[src/rtl/sys_defs.sv]
// Shared machine-wide types: dispatch/complete/retire packets and the ROB entry layout.
package sys_defs;

  localparam int unsigned SYS_ROB_DEPTH = 16;
  localparam int unsigned SYS_ROB_IDX_W = $clog2(SYS_ROB_DEPTH);
  localparam int unsigned SYS_PREG_W    = 6;
  localparam int unsigned SYS_ARCH_W    = 5;

  typedef struct packed {
    logic                  valid;
    logic                  has_dest;
    logic [SYS_ARCH_W-1:0] dest_arch;
    logic [SYS_PREG_W-1:0] tag;
    logic [SYS_PREG_W-1:0] told;
  } ROB_DISPATCH_INPACKET;

  typedef struct packed {
    logic                     valid;
    logic [SYS_ROB_IDX_W-1:0] rob_idx;
    logic                     mispredict;
  } ROB_COMPLETE_INPACKET;

  typedef struct packed {
    logic                  valid;
    logic                  completed;
    logic                  mispredict;
    logic                  has_dest;
    logic [SYS_ARCH_W-1:0] dest_arch;
    logic [SYS_PREG_W-1:0] tag;
    logic [SYS_PREG_W-1:0] told;
  } ROB_ENTRY;

  typedef struct packed {
    logic                  write_en;
    logic [SYS_ARCH_W-1:0] addr;
    logic [SYS_PREG_W-1:0] tag;
  } RRAT_WRITE_INPACKET;

  typedef struct packed {
    logic                  valid;
    logic [SYS_PREG_W-1:0] told;
  } FREELIST_RELEASE_PACKET;

endpackage

[src/rtl/rob_retire_sel.sv]
// In-order retire selection over the SCALAR entries starting at head; a retiring
// mispredict ends the retire group and raises rollback.
module rob_retire_sel
  import sys_defs::*;
#(
  parameter int unsigned SCALAR = 2
) (
  input  ROB_ENTRY               [SCALAR-1:0] window_i,
  output logic                   [SCALAR-1:0] retire_mask_o,
  output RRAT_WRITE_INPACKET     [SCALAR-1:0] rrat_write_o,
  output FREELIST_RELEASE_PACKET [SCALAR-1:0] release_o,
  output logic                                rollback_o,
  output logic [$clog2(SCALAR):0]             retire_count_o
);

  localparam int unsigned CNT_W = $clog2(SCALAR) + 1;

  logic chain;

  always_comb begin
    chain          = 1'b1;
    retire_mask_o  = '0;
    rrat_write_o   = '0;
    release_o      = '0;
    rollback_o     = 1'b0;
    retire_count_o = '0;
    for (int unsigned k = 0; k < SCALAR; k++) begin
      if (chain && window_i[k].valid && window_i[k].completed) begin
        retire_mask_o[k]         = 1'b1;
        retire_count_o           = CNT_W'(k + 1);
        rrat_write_o[k].write_en = window_i[k].has_dest;
        rrat_write_o[k].addr     = window_i[k].dest_arch;
        rrat_write_o[k].tag      = window_i[k].tag;
        release_o[k].valid       = window_i[k].has_dest;
        release_o[k].told        = window_i[k].told;
        if (window_i[k].mispredict) begin
          rollback_o = 1'b1;
          chain      = 1'b0;
        end
      end else begin
        chain = 1'b0;
      end
    end
  end

endmodule

[src/rtl/rob.sv]
// Reorder buffer: circular entry store with wrap-bit head/tail pointers,
// SCALAR-wide dispatch, completion and in-order retire with mispredict rollback.
module rob
  import sys_defs::*;
#(
  parameter int unsigned SCALAR         = 2,
  parameter int unsigned ROB_DEPTH      = 16,
  parameter int unsigned PREG_IDX_WIDTH = 6,
  parameter int unsigned ARCH_IDX_WIDTH = 5
) (
  input  logic                                             clock,
  input  logic                                             reset,
  input  ROB_DISPATCH_INPACKET   [SCALAR-1:0]              rob_dispatch_packet,
  input  ROB_COMPLETE_INPACKET   [SCALAR-1:0]              rob_complete_packet,
  output logic                                             dispatch_stall,
  output logic                   [SCALAR-1:0][$clog2(ROB_DEPTH)-1:0] dispatch_rob_idx,
  output RRAT_WRITE_INPACKET     [SCALAR-1:0]              rrat_write_packet,
  output FREELIST_RELEASE_PACKET [SCALAR-1:0]              freelist_release,
  output logic                                             rollback_en,
  output logic                   [$clog2(SCALAR):0]        retire_count
);

  localparam int unsigned IDX_W = $clog2(ROB_DEPTH);
  localparam int unsigned PTR_W = IDX_W + 1;
  localparam int unsigned CNT_W = $clog2(SCALAR) + 1;

  // Packet field widths come from sys_defs, so the overrides must agree with it.
  if (PREG_IDX_WIDTH != SYS_PREG_W || ARCH_IDX_WIDTH != SYS_ARCH_W ||
      ROB_DEPTH != SYS_ROB_DEPTH) begin : g_width_check
    $error("rob parameters disagree with sys_defs widths");
  end

  logic     [PTR_W-1:0]     head_q, head_d, tail_q, tail_d;
  logic     [PTR_W-1:0]     occupancy, free_slots;
  ROB_ENTRY [ROB_DEPTH-1:0] entries_q, entries_d;
  ROB_ENTRY [SCALAR-1:0]    window;
  logic     [SCALAR-1:0]    retire_mask;
  logic     [IDX_W-1:0]     rd_idx, wr_idx;
  logic     [CNT_W-1:0]     disp_count;
  logic                     accept;

  assign occupancy      = tail_q - head_q;
  assign free_slots     = PTR_W'(ROB_DEPTH) - occupancy;
  assign dispatch_stall = free_slots < PTR_W'(SCALAR);

  always_comb begin
    rd_idx           = '0;
    window           = '0;
    dispatch_rob_idx = '0;
    for (int unsigned k = 0; k < SCALAR; k++) begin
      dispatch_rob_idx[k] = tail_q[IDX_W-1:0] + IDX_W'(k);
      rd_idx              = head_q[IDX_W-1:0] + IDX_W'(k);
      window[k]           = entries_q[rd_idx];
    end
  end

  rob_retire_sel #(
    .SCALAR(SCALAR)
  ) u_retire_sel (
    .window_i      (window),
    .retire_mask_o (retire_mask),
    .rrat_write_o  (rrat_write_packet),
    .release_o     (freelist_release),
    .rollback_o    (rollback_en),
    .retire_count_o(retire_count)
  );

  always_comb begin
    entries_d  = entries_q;
    head_d     = head_q;
    tail_d     = tail_q;
    wr_idx     = '0;
    disp_count = '0;
    accept     = 1'b1;
    if (rollback_en) begin
      entries_d = '0;
      head_d    = head_q + PTR_W'(retire_count);
      tail_d    = head_q + PTR_W'(retire_count);
    end else begin
      for (int unsigned k = 0; k < SCALAR; k++) begin
        if (rob_complete_packet[k].valid && entries_q[rob_complete_packet[k].rob_idx].valid) begin
          entries_d[rob_complete_packet[k].rob_idx].completed  = 1'b1;
          entries_d[rob_complete_packet[k].rob_idx].mispredict = rob_complete_packet[k].mispredict;
        end
      end
      for (int unsigned k = 0; k < SCALAR; k++) begin
        if (retire_mask[k]) begin
          wr_idx            = head_q[IDX_W-1:0] + IDX_W'(k);
          entries_d[wr_idx] = '0;
        end
      end
      head_d = head_q + PTR_W'(retire_count);
      // Slots are accepted as a contiguous prefix; stall uses pre-retire occupancy.
      if (!dispatch_stall) begin
        for (int unsigned k = 0; k < SCALAR; k++) begin
          accept = accept & rob_dispatch_packet[k].valid;
          if (accept) begin
            wr_idx                      = tail_q[IDX_W-1:0] + IDX_W'(k);
            entries_d[wr_idx]           = '0;
            entries_d[wr_idx].valid     = 1'b1;
            entries_d[wr_idx].has_dest  = rob_dispatch_packet[k].has_dest;
            entries_d[wr_idx].dest_arch = rob_dispatch_packet[k].dest_arch;
            entries_d[wr_idx].tag       = rob_dispatch_packet[k].tag;
            entries_d[wr_idx].told      = rob_dispatch_packet[k].told;
            disp_count                  = CNT_W'(k + 1);
          end
        end
      end
      tail_d = tail_q + PTR_W'(disp_count);
    end
  end

  always_ff @(posedge clock or posedge reset) begin
    if (reset) begin
      head_q    <= '0;
      tail_q    <= '0;
      entries_q <= '0;
    end else begin
      head_q    <= head_d;
      tail_q    <= tail_d;
      entries_q <= entries_d;
    end
  end

endmodule

[config.mk]
export PLATFORM = sky130hd
export DESIGN_NAME = rob
export DESIGN_NICKNAME = d
export VERILOG_FILES = /design/src/rtl/sys_defs.sv /design/src/rtl/rob_retire_sel.sv /design/src/rtl/rob.sv
export SDC_FILE = /design/constraint.sdc
export NUM_CORES = 2
export LEC_CHECK = 0
export CORE_MARGIN = 5
export CORE_UTILIZATION = 55
export CTS_BUF_LIST = sky130_fd_sc_hd__clkbuf_8
export DETAILED_ROUTE_END_ITERATION = 10
export GPL_ROUTABILITY_DRIVEN = 0
export PLACE_DENSITY = 0.84
export SLEW_MARGIN = 30
export SYNTH_ARGS = -nofsm -noshare
export SYNTH_HDL_FRONTEND = slang
export SYNTH_SLANG_ARGS = --single-unit
[constraint.sdc]
create_clock -name clock -period 23 [get_ports clock]
set_input_delay 4.6 -clock clock [delete_from_list [all_inputs] [get_ports clock]]
set_output_delay 4.6 -clock clock [all_outputs]
set_load 0.03 [all_outputs]
== Word-level counts from Yosys, hierarchy flattened ==
Index checks and enable logic that the tools add are counted.

* Register bits: 346
* Bits in latches: 0
* Memory bits (writable): 0
* Bits in read-only memories: 0
* Memories kept: 0

* Add/sub/neg operators: 6
* $mul: 0
* Div/mod/pow operators: 0
* Magnitude comparators: 13
* Eq/ne operators: 0
* Shift operators: 0
* Multiplexer cells: 91
* Bitwise gates (word level): 9
* Reduce and logical (&&, ||, !) cells: 11

{| class="wikitable"
|+ Operators by type and width
! operator !! number
|-
| $bwmux 336 || 14
|-
| $mux 336 || 14
|-
| $demux 21 s4 || 18
|-
| $and 336x336->336 || 4
|-
| $not 336->336 || 4
|-
| $bmux 21 s4 || 4
|-
| $mux 21 || 10
|-
| $mux 12 || 4
|-
| $mux 20 || 2
|-
| $mux 19 || 2
|-
| $mux 18 || 2
|-
| $mux 17 || 2
|-
| $lt 4x5->1 const B || 6
|-
| $ge 4x1->1 const B || 6
|-
| $mux 7 || 2
|-
| $mux 6 || 2
|-
| $logic_and 1x1->1 || 11
|-
| $add 5x2->5 || 2
|-
| $mux 1 || 10
|-
| $add 4x1->4 const B || 2
|-
| $mux 2 || 4
|-
| $lt 5x2->1 const B || 1
|-
| $mux 5 || 1
|-
| $sub 5x5->5 || 1
|-
| other kinds (2) || 2
|}

== Logic depth before layout (Yosys ltp) ==
* Depth in word-level cells: 36
* Depth in mapped cells: 16
* Depth with buffers taken out: 14

== By module ==
From an unflattened synthesis, not the netlist that was laid out.

* Cells, all modules: 2034
* Area, all modules: 23277.3 um^2

{| class="wikitable"
|+ By module, submodules not included
! module !! times used !! cells an instance !! area each (um^2) !! sequential area each (um^2)
|-
| rob || 1 || 1980 || 22868.2 || 8658.3
|-
| rob_retire_sel || 1 || 54 || 409.1 || 0.0
|}

== Least setup slack after synthesis ==
OpenSTA, ideal clock, no wires.

* Kind: reg-to-output
* Start: reg head_q[1]
* End: out rrat_write_packet[23] in the netlist's numbering
* Data arrival time: 3654 ps
* Required time: 18400 ps
* Path slack: 14746 ps
* Cell stages (with the launch flop): 12
* Path buffers: 6
* Cell sequence: dfrtp_1 buf_2 inv_1 ha_1 buf_2 buf_1 clkbuf_1 clkbuf_1 mux4_2 mux4_2 nor2b_1 buf_4

{| class="wikitable"
|+ RTL lines
! item !! line !! RTL
|-
| from (decl) || rob.sv:33 || <nowiki>logic [PTR_W-1:0] head_q, head_d, tail_q, tail_d;</nowiki>
|-
| from (signal assigned) || rob.sv:115 || <nowiki>head_q <= '0;</nowiki>
|-
| from (signal assigned) || rob.sv:119 || <nowiki>head_q <= head_d;</nowiki>
|-
| to (decl) || rob.sv:17 || <nowiki>output RRAT_WRITE_INPACKET [SCALAR-1:0] rrat_write_packet,</nowiki>
|}

==> results.sh <==
export IMPL_tightest_slew_ps=1150
export IMPL_yosysMostFrequentCell="dfrtp_1"
export IMPL_start_kind="register"
export IMPL_powerDensity_mw_per_mm2=167
export IMPL_wl_met2_um=37800
export IMPL_finalHoldViolCount=0
export IMPL_grt_max_degree=142
export IMPL_syn_nets=2378
export IMPL_initial_core_util=0.557
export IMPL_fin_nets=2345
export IMPL_fill_cells=3313
export IMPL_end_kind="primary output"
export IMPL_ys_async_sr_fraction=1.00
export IMPL_yosysTopAreaCell="dfrtp_1"
export IMPL_coreArea_mm2=0.0443
export IMPL_drtIter0Drc=3510
export IMPL_leakage_nw=10.1
export IMPL_highest_layer="met5"
export IMPL_maxSlewViolCount=0
export IMPL_worstPathArrival_ps=6430
export IMPL_met1Wirelength_um=29900
export IMPL_root_buffer="clkbuf_8"
export IMPL_rows=77
export IMPL_synth_main_ff_cell="dfrtp_1"
export IMPL_ys_warnings_count=0
export IMPL_min_period_over_period=0.480
export IMPL_cts_tree="built"
export IMPL_drv_cap=0
export IMPL_hold_class="reg -> reg"
export IMPL_ctsHoldBuffers=0
export IMPL_grt_pass1_vias=22400
export IMPL_synth_edf_count=0
export IMPL_clock_sinks=346
export IMPL_place_hpwl_um=54300
export IMPL_die_w_um=222
export IMPL_critPathMaxFanout=55
export IMPL_ys_ff_latch=346
export IMPL_status="complete, no violations"
export IMPL_path_class="reg -> out"
export IMPL_min_period_ps=11030
export IMPL_synthCells=2305
export IMPL_post_cts_resized=0
export IMPL_grt_pass1_wl_um=136000
export IMPL_fin_setup_tns_ps=0
export IMPL_io_pins=102
export IMPL_postCtsSetupBuffers=0
export IMPL_fmax_ghz=0.0907
export IMPL_cts_buffers_inserted=58
export IMPL_final_util=0.623
export IMPL_max_slew_margin=0.233
export IMPL_track_usage=0.357
export IMPL_setup_violations=0
export IMPL_firstDrtPassIters=8
export IMPL_rsz0062_at_grt="no"
export IMPL_max_vdd_ir_drop_mv=0.116
export IMPL_drc_errors=0
export IMPL_clk_path_buf_depth=3
export IMPL_avgSynthCellArea_um2=10.7
export IMPL_routed_wl_um=90600
export IMPL_clkSlewWorstSetupHoldPaths_ps=60
export IMPL_synthTopCellsByCount="346 x dfrtp_1, 332 x nor2_1, 296 x mux2i_1"
export IMPL_via_per_inst=7.56
export IMPL_critical_path_required_ps=18400
export IMPL_syn_area_mm2=0.0247
export IMPL_route_met3_wl_um=14600
export IMPL_grt_antenna_before_repair=9
export IMPL_num_vias=22000
export IMPL_skew_ps=24.6
export IMPL_place_area_mm2=0.0263
export IMPL_grt_overflow=0
export IMPL_io_buffer_count=101
export IMPL_ant_nets=0
export IMPL_worst_skew_pair_late_latency_ps=660
export IMPL_drt_wirelength_per_cell_um=31.1
export IMPL_syn_to_final_growth_pct=12.0
export IMPL_die_h_um=222
export IMPL_dieArea_mm2=0.0492
export IMPL_synth_top_cells_by_area="dfrtp_1 35%, mux4_2 18%, mux2i_1 12%"
export IMPL_final_area_mm2=0.0276
export IMPL_ys_types=86
export IMPL_layout_drive_gt1_share=0.211
export IMPL_clock_tree_htree_level_count=2
export IMPL_synth_yosys_seq_area_share=0.351
export IMPL_synth_top_cell_area_share=0.351
## final cells by class
| type | count | area, um^2 | area share |
|---|---|---|---|
| inverter | 29 | 124 | 0.00448 |
| clock buffer | 77 | 1060 | 0.0384 |
| clock inverter | 25 | 110 | 0.00399 |
| tap | 592 | 741 | 0.0268 |
| sequential | 346 | 8670 | 0.314 |
| multi-input combinational | 1671 | 15200 | 0.551 |
| antenna | 5 | 12.5 | 0.000453 |
| timing repair buffer | 166 | 1690 | 0.0613 |
## report_power, final
group / total [mW] / internal [mW] / switching [mW]
Sequential: 1.22 / 0.915 / 0.305
Clock: 0.563 / 0.296 / 0.266
Combinational: 2.82 / 1.25 / 1.57
## path summary, 6_finish.rpt
kind                                          start                       to  slack, ps  depth (start not counted)
worst max-delay path            head_q[1]$_DFF_PP0_    rrat_write_packet[14]      11970                         10
worst min-delay path            head_q[4]$_DFF_PP0_      head_q[4]$_DFF_PP0_        510                          1
worst max register to register  head_q[1]$_DFF_PP0_      tail_q[3]$_DFF_PP0_      16950                         12
worst min register to register  head_q[4]$_DFF_PP0_      head_q[4]$_DFF_PP0_        510                          1
max in group asynchronous                     reset      head_q[0]$_DFF_PP0_      16590                          4
min in group asynchronous                     reset  entries_q[65]$_DFF_PP0_       4410                          2
## per-stage QoR
stage | instances | worst slack [ps] | power [mW] | hold WS [ps]
after global routing | 2908 | 11990 | 4.77 | 552
after detailed placement | 2800 | 12970 | 3.92 | 507
final | 2911 | 11970 | 4.60 | 515
after CTS | 2902 | 12260 | 4.49 | 516
after global placement | 2792 | 13130 | 3.78 | 495
after floorplan | 2305 | 8810 | 3.04 | 474
## flip-flops by register name, summed over array words and instances (netlist names)
signal and count:
entries_q 336, head_q 5, tail_q 5
## layout by cell type (no fill, tap or decap), types with 7 or more instances in the layout
master and count:
o22ai_4 7, clkdlybuf4s50_1 101, mux2i_1 296, nor2_4 10
ha_1 17, buf_4 50, nor2_1 327, xnor2_1 7
nand2_1 95, nor3_1 21, o21ai_0 65, a2bb2oi_4 12
mux2_2 36, nor3_2 9, o22a_1 18, a211oi_1 244
or2_2 9, and3_1 10, mux4_2 200, a21oi_1 38
dfrtp_1 343, clkbuf_8 77, nand2b_1 7, a22oi_1 23
inv_1 41, nor2b_1 55, nand3_1 25, a211oi_2 17
clkinv_2 10
## layer usage
metal | global-route usage | vias up
met4 | 0.258 | 16
li1 | - | 8655
met3 | 0.141 | 643
met1 | 0.437 | 10700
met2 | 0.513 | 2042
met5 | 0.0117 | -
## critical path: stages (launching register included)
cell and delay (ps):
dfrtp_4 780, buf_4 790, inv_1 370, ha_4 660, mux4_2 400, and2_0 240
nor3_2 560, nand3b_1 290, buf_4 330, nor2b_1 490, clkdlybuf4s50_1 780
## logic make-up (layout without fill, tap and decap cells)
kind of cell | count (synthesis) | after routing | synth area share
xor+xnor | 17 | 17 | 0.00604
simple gates | 605 | 605 | 0.109
compound gates | 493 | 493 | 0.150
fa+ha+maj | 21 | 21 | 0.0116
other cells | 0 | 5 | 0
flops | 346 | 346 | 0.351
buf+inv | 288 | 297 | 0.0511
mux | 535 | 535 | 0.322
Note: power is estimated with default switching activity, not from simulation.
==> patch, RTL diff (config.mk and constraints unchanged) <==
`SCALAR` is set to 2 in 2 places; all go to 1.
--- a/src/rtl/rob_retire_sel.sv
+++ b/src/rtl/rob_retire_sel.sv
@@ -5,3 +5,3 @@
 #(
-  parameter int unsigned SCALAR = 2
+  parameter int unsigned SCALAR = 1
 ) (
--- a/src/rtl/rob.sv
+++ b/src/rtl/rob.sv
@@ -5,3 +5,3 @@
 #(
-  parameter int unsigned SCALAR         = 2,
+  parameter int unsigned SCALAR         = 1,
   parameter int unsigned ROB_DEPTH      = 16,
Interface: changed (6 resized); port bits go from 102 to 53. No check against the original RTL was run, so the function may have changed too.
==> patch against the original RTL <==
  * Final cell count fell by 34%
  * Routed wire length fell by 45%
  * Total power fell by 37%
  * Count of clock-buffer cells in the layout fell by 14
  * Worst setup slack improved by 1.3 ns
  * Design area fell by 33%
  * Area after synthesis fell by 31%
  * Sequential cell count did not move
  * Register-to-register slack improved by 1.4 ns
  * Critical endpoint is now rollback_en
  * Highest routed layer unchanged
==> patch: results (changes against the original RTL) <==
INFO  status         result_of_the_run=finished clean
INFO  placed_design  io_buffer_count=52 [-49%]
INFO  setup_path     r2r_slack=18.38ns [+1.43 ns]
INFO  routing        drt_iter0_drc=2033 [-42%]
INFO  sta            relSlewSlack=0.271 [+0.0378]
INFO  layout         drive_above_1_share=0.180 [-0.0318]
INFO  grt            grt_start_max_net_pins=133 [-6.3%]
INFO  clock_tree     clock_insertion_delay_worst_skew=0.60ns [-0.06 ns]
INFO  grt            globalRouteTotalUtil=0.291 [-0.0656]
INFO  power          vdd.ir_drop.worst=0.125mV [+7.7%]
INFO  placed_design  dpl-instance-area=0.0174mm^2 [-34%]
INFO  logic_synthesis synth.yosys.seq_area_share=0.512 [+0.161]
INFO  setup_path     crit_path_max_fanout=59 [+7.3%]
INFO  logic_synthesis synth_compound_area_frac=0.122 [-0.0276]
INFO  hold_path      hold_start=entries_q[229]
INFO  setup_path     slowest_delay=0.86ns [+0.07 ns]
INFO  sta            hold-worst-slack=0.494ns [-0.0206 ns]
INFO  logic_synthesis yosys.area_share.xor_xnor=0.00496 [-0.00108]
INFO  hold_path      hold_depth=2 [+1]
INFO  sta            worst_clock_skew=0.0192ns [-0.00543 ns]
INFO  setup_path     rr_endpoint=entries_q[193]
INFO  logic_synthesis synth.top_cells.by_count=sky130_fd_sc_hd__dfrtp_1, sky130_fd_sc_hd__nand3_1, sky130_fd_sc_hd__o21ai_0, sky130_fd_sc_hd__mux4_2, sky130_fd_sc_hd__o21ai_1
INFO  layout         antennaDiodeCount=0 [-5]
INFO  logic_synthesis yosys.area_share.adder=0.00932 [-0.00224]
INFO  placed_design  dp_worst_setup_slack=13.98ns [+1.00 ns]
INFO  placed_design  detailed_place_hpwl=27100um [-50%]
INFO  grt            antenna_violations_before_repair=1 [-8]
INFO  layout         nNetsFinal=1538 [-34%]
INFO  grt            number_of_global_route_vias_before_repair=13378 [-40%]
INFO  routing        drt-total-wl=50000um [-45%]
## patch: cell types whose count changed in the layout (fill, tap and decap cells not counted), sizes merged, moves of 98 or more
cell	unedited run	this run
mux4	201	103
a211oi	261	0
nand3	25	298
mux2i	298	18
nor2	339	59
o21ai	70	304
## patch: area by class of cell
cell class	count	area, um^2
fill	2328	11900
sequential	346	8670
multi-input combinational	983	7400
timing repair buffer	91	930
clock buffer	63	867
tap	396	495
clock inverter	25	136
inverter	24	103
## patch: power breakdown
group | total (uW) | leakage [uW] | switching [uW] | internal [uW]
Combinational | 1310 | 0.00310 | 755 | 557
Clock | 499 | 0.000595 | 242 | 258
Sequential | 1070 | 0.00449 | 186 | 881
Total | 2880 | 0.00818 | 1180 | 1700
## patch: metal layers
metal,vias to the layer above,global-route usage,share of wire
li1,5524,-,-
met1,6623,0.386,0.35
met2,997,0.435,0.45
met3,194,0.109,0.15
met4,2,0.127,0.048
met5,-,0,0.00026
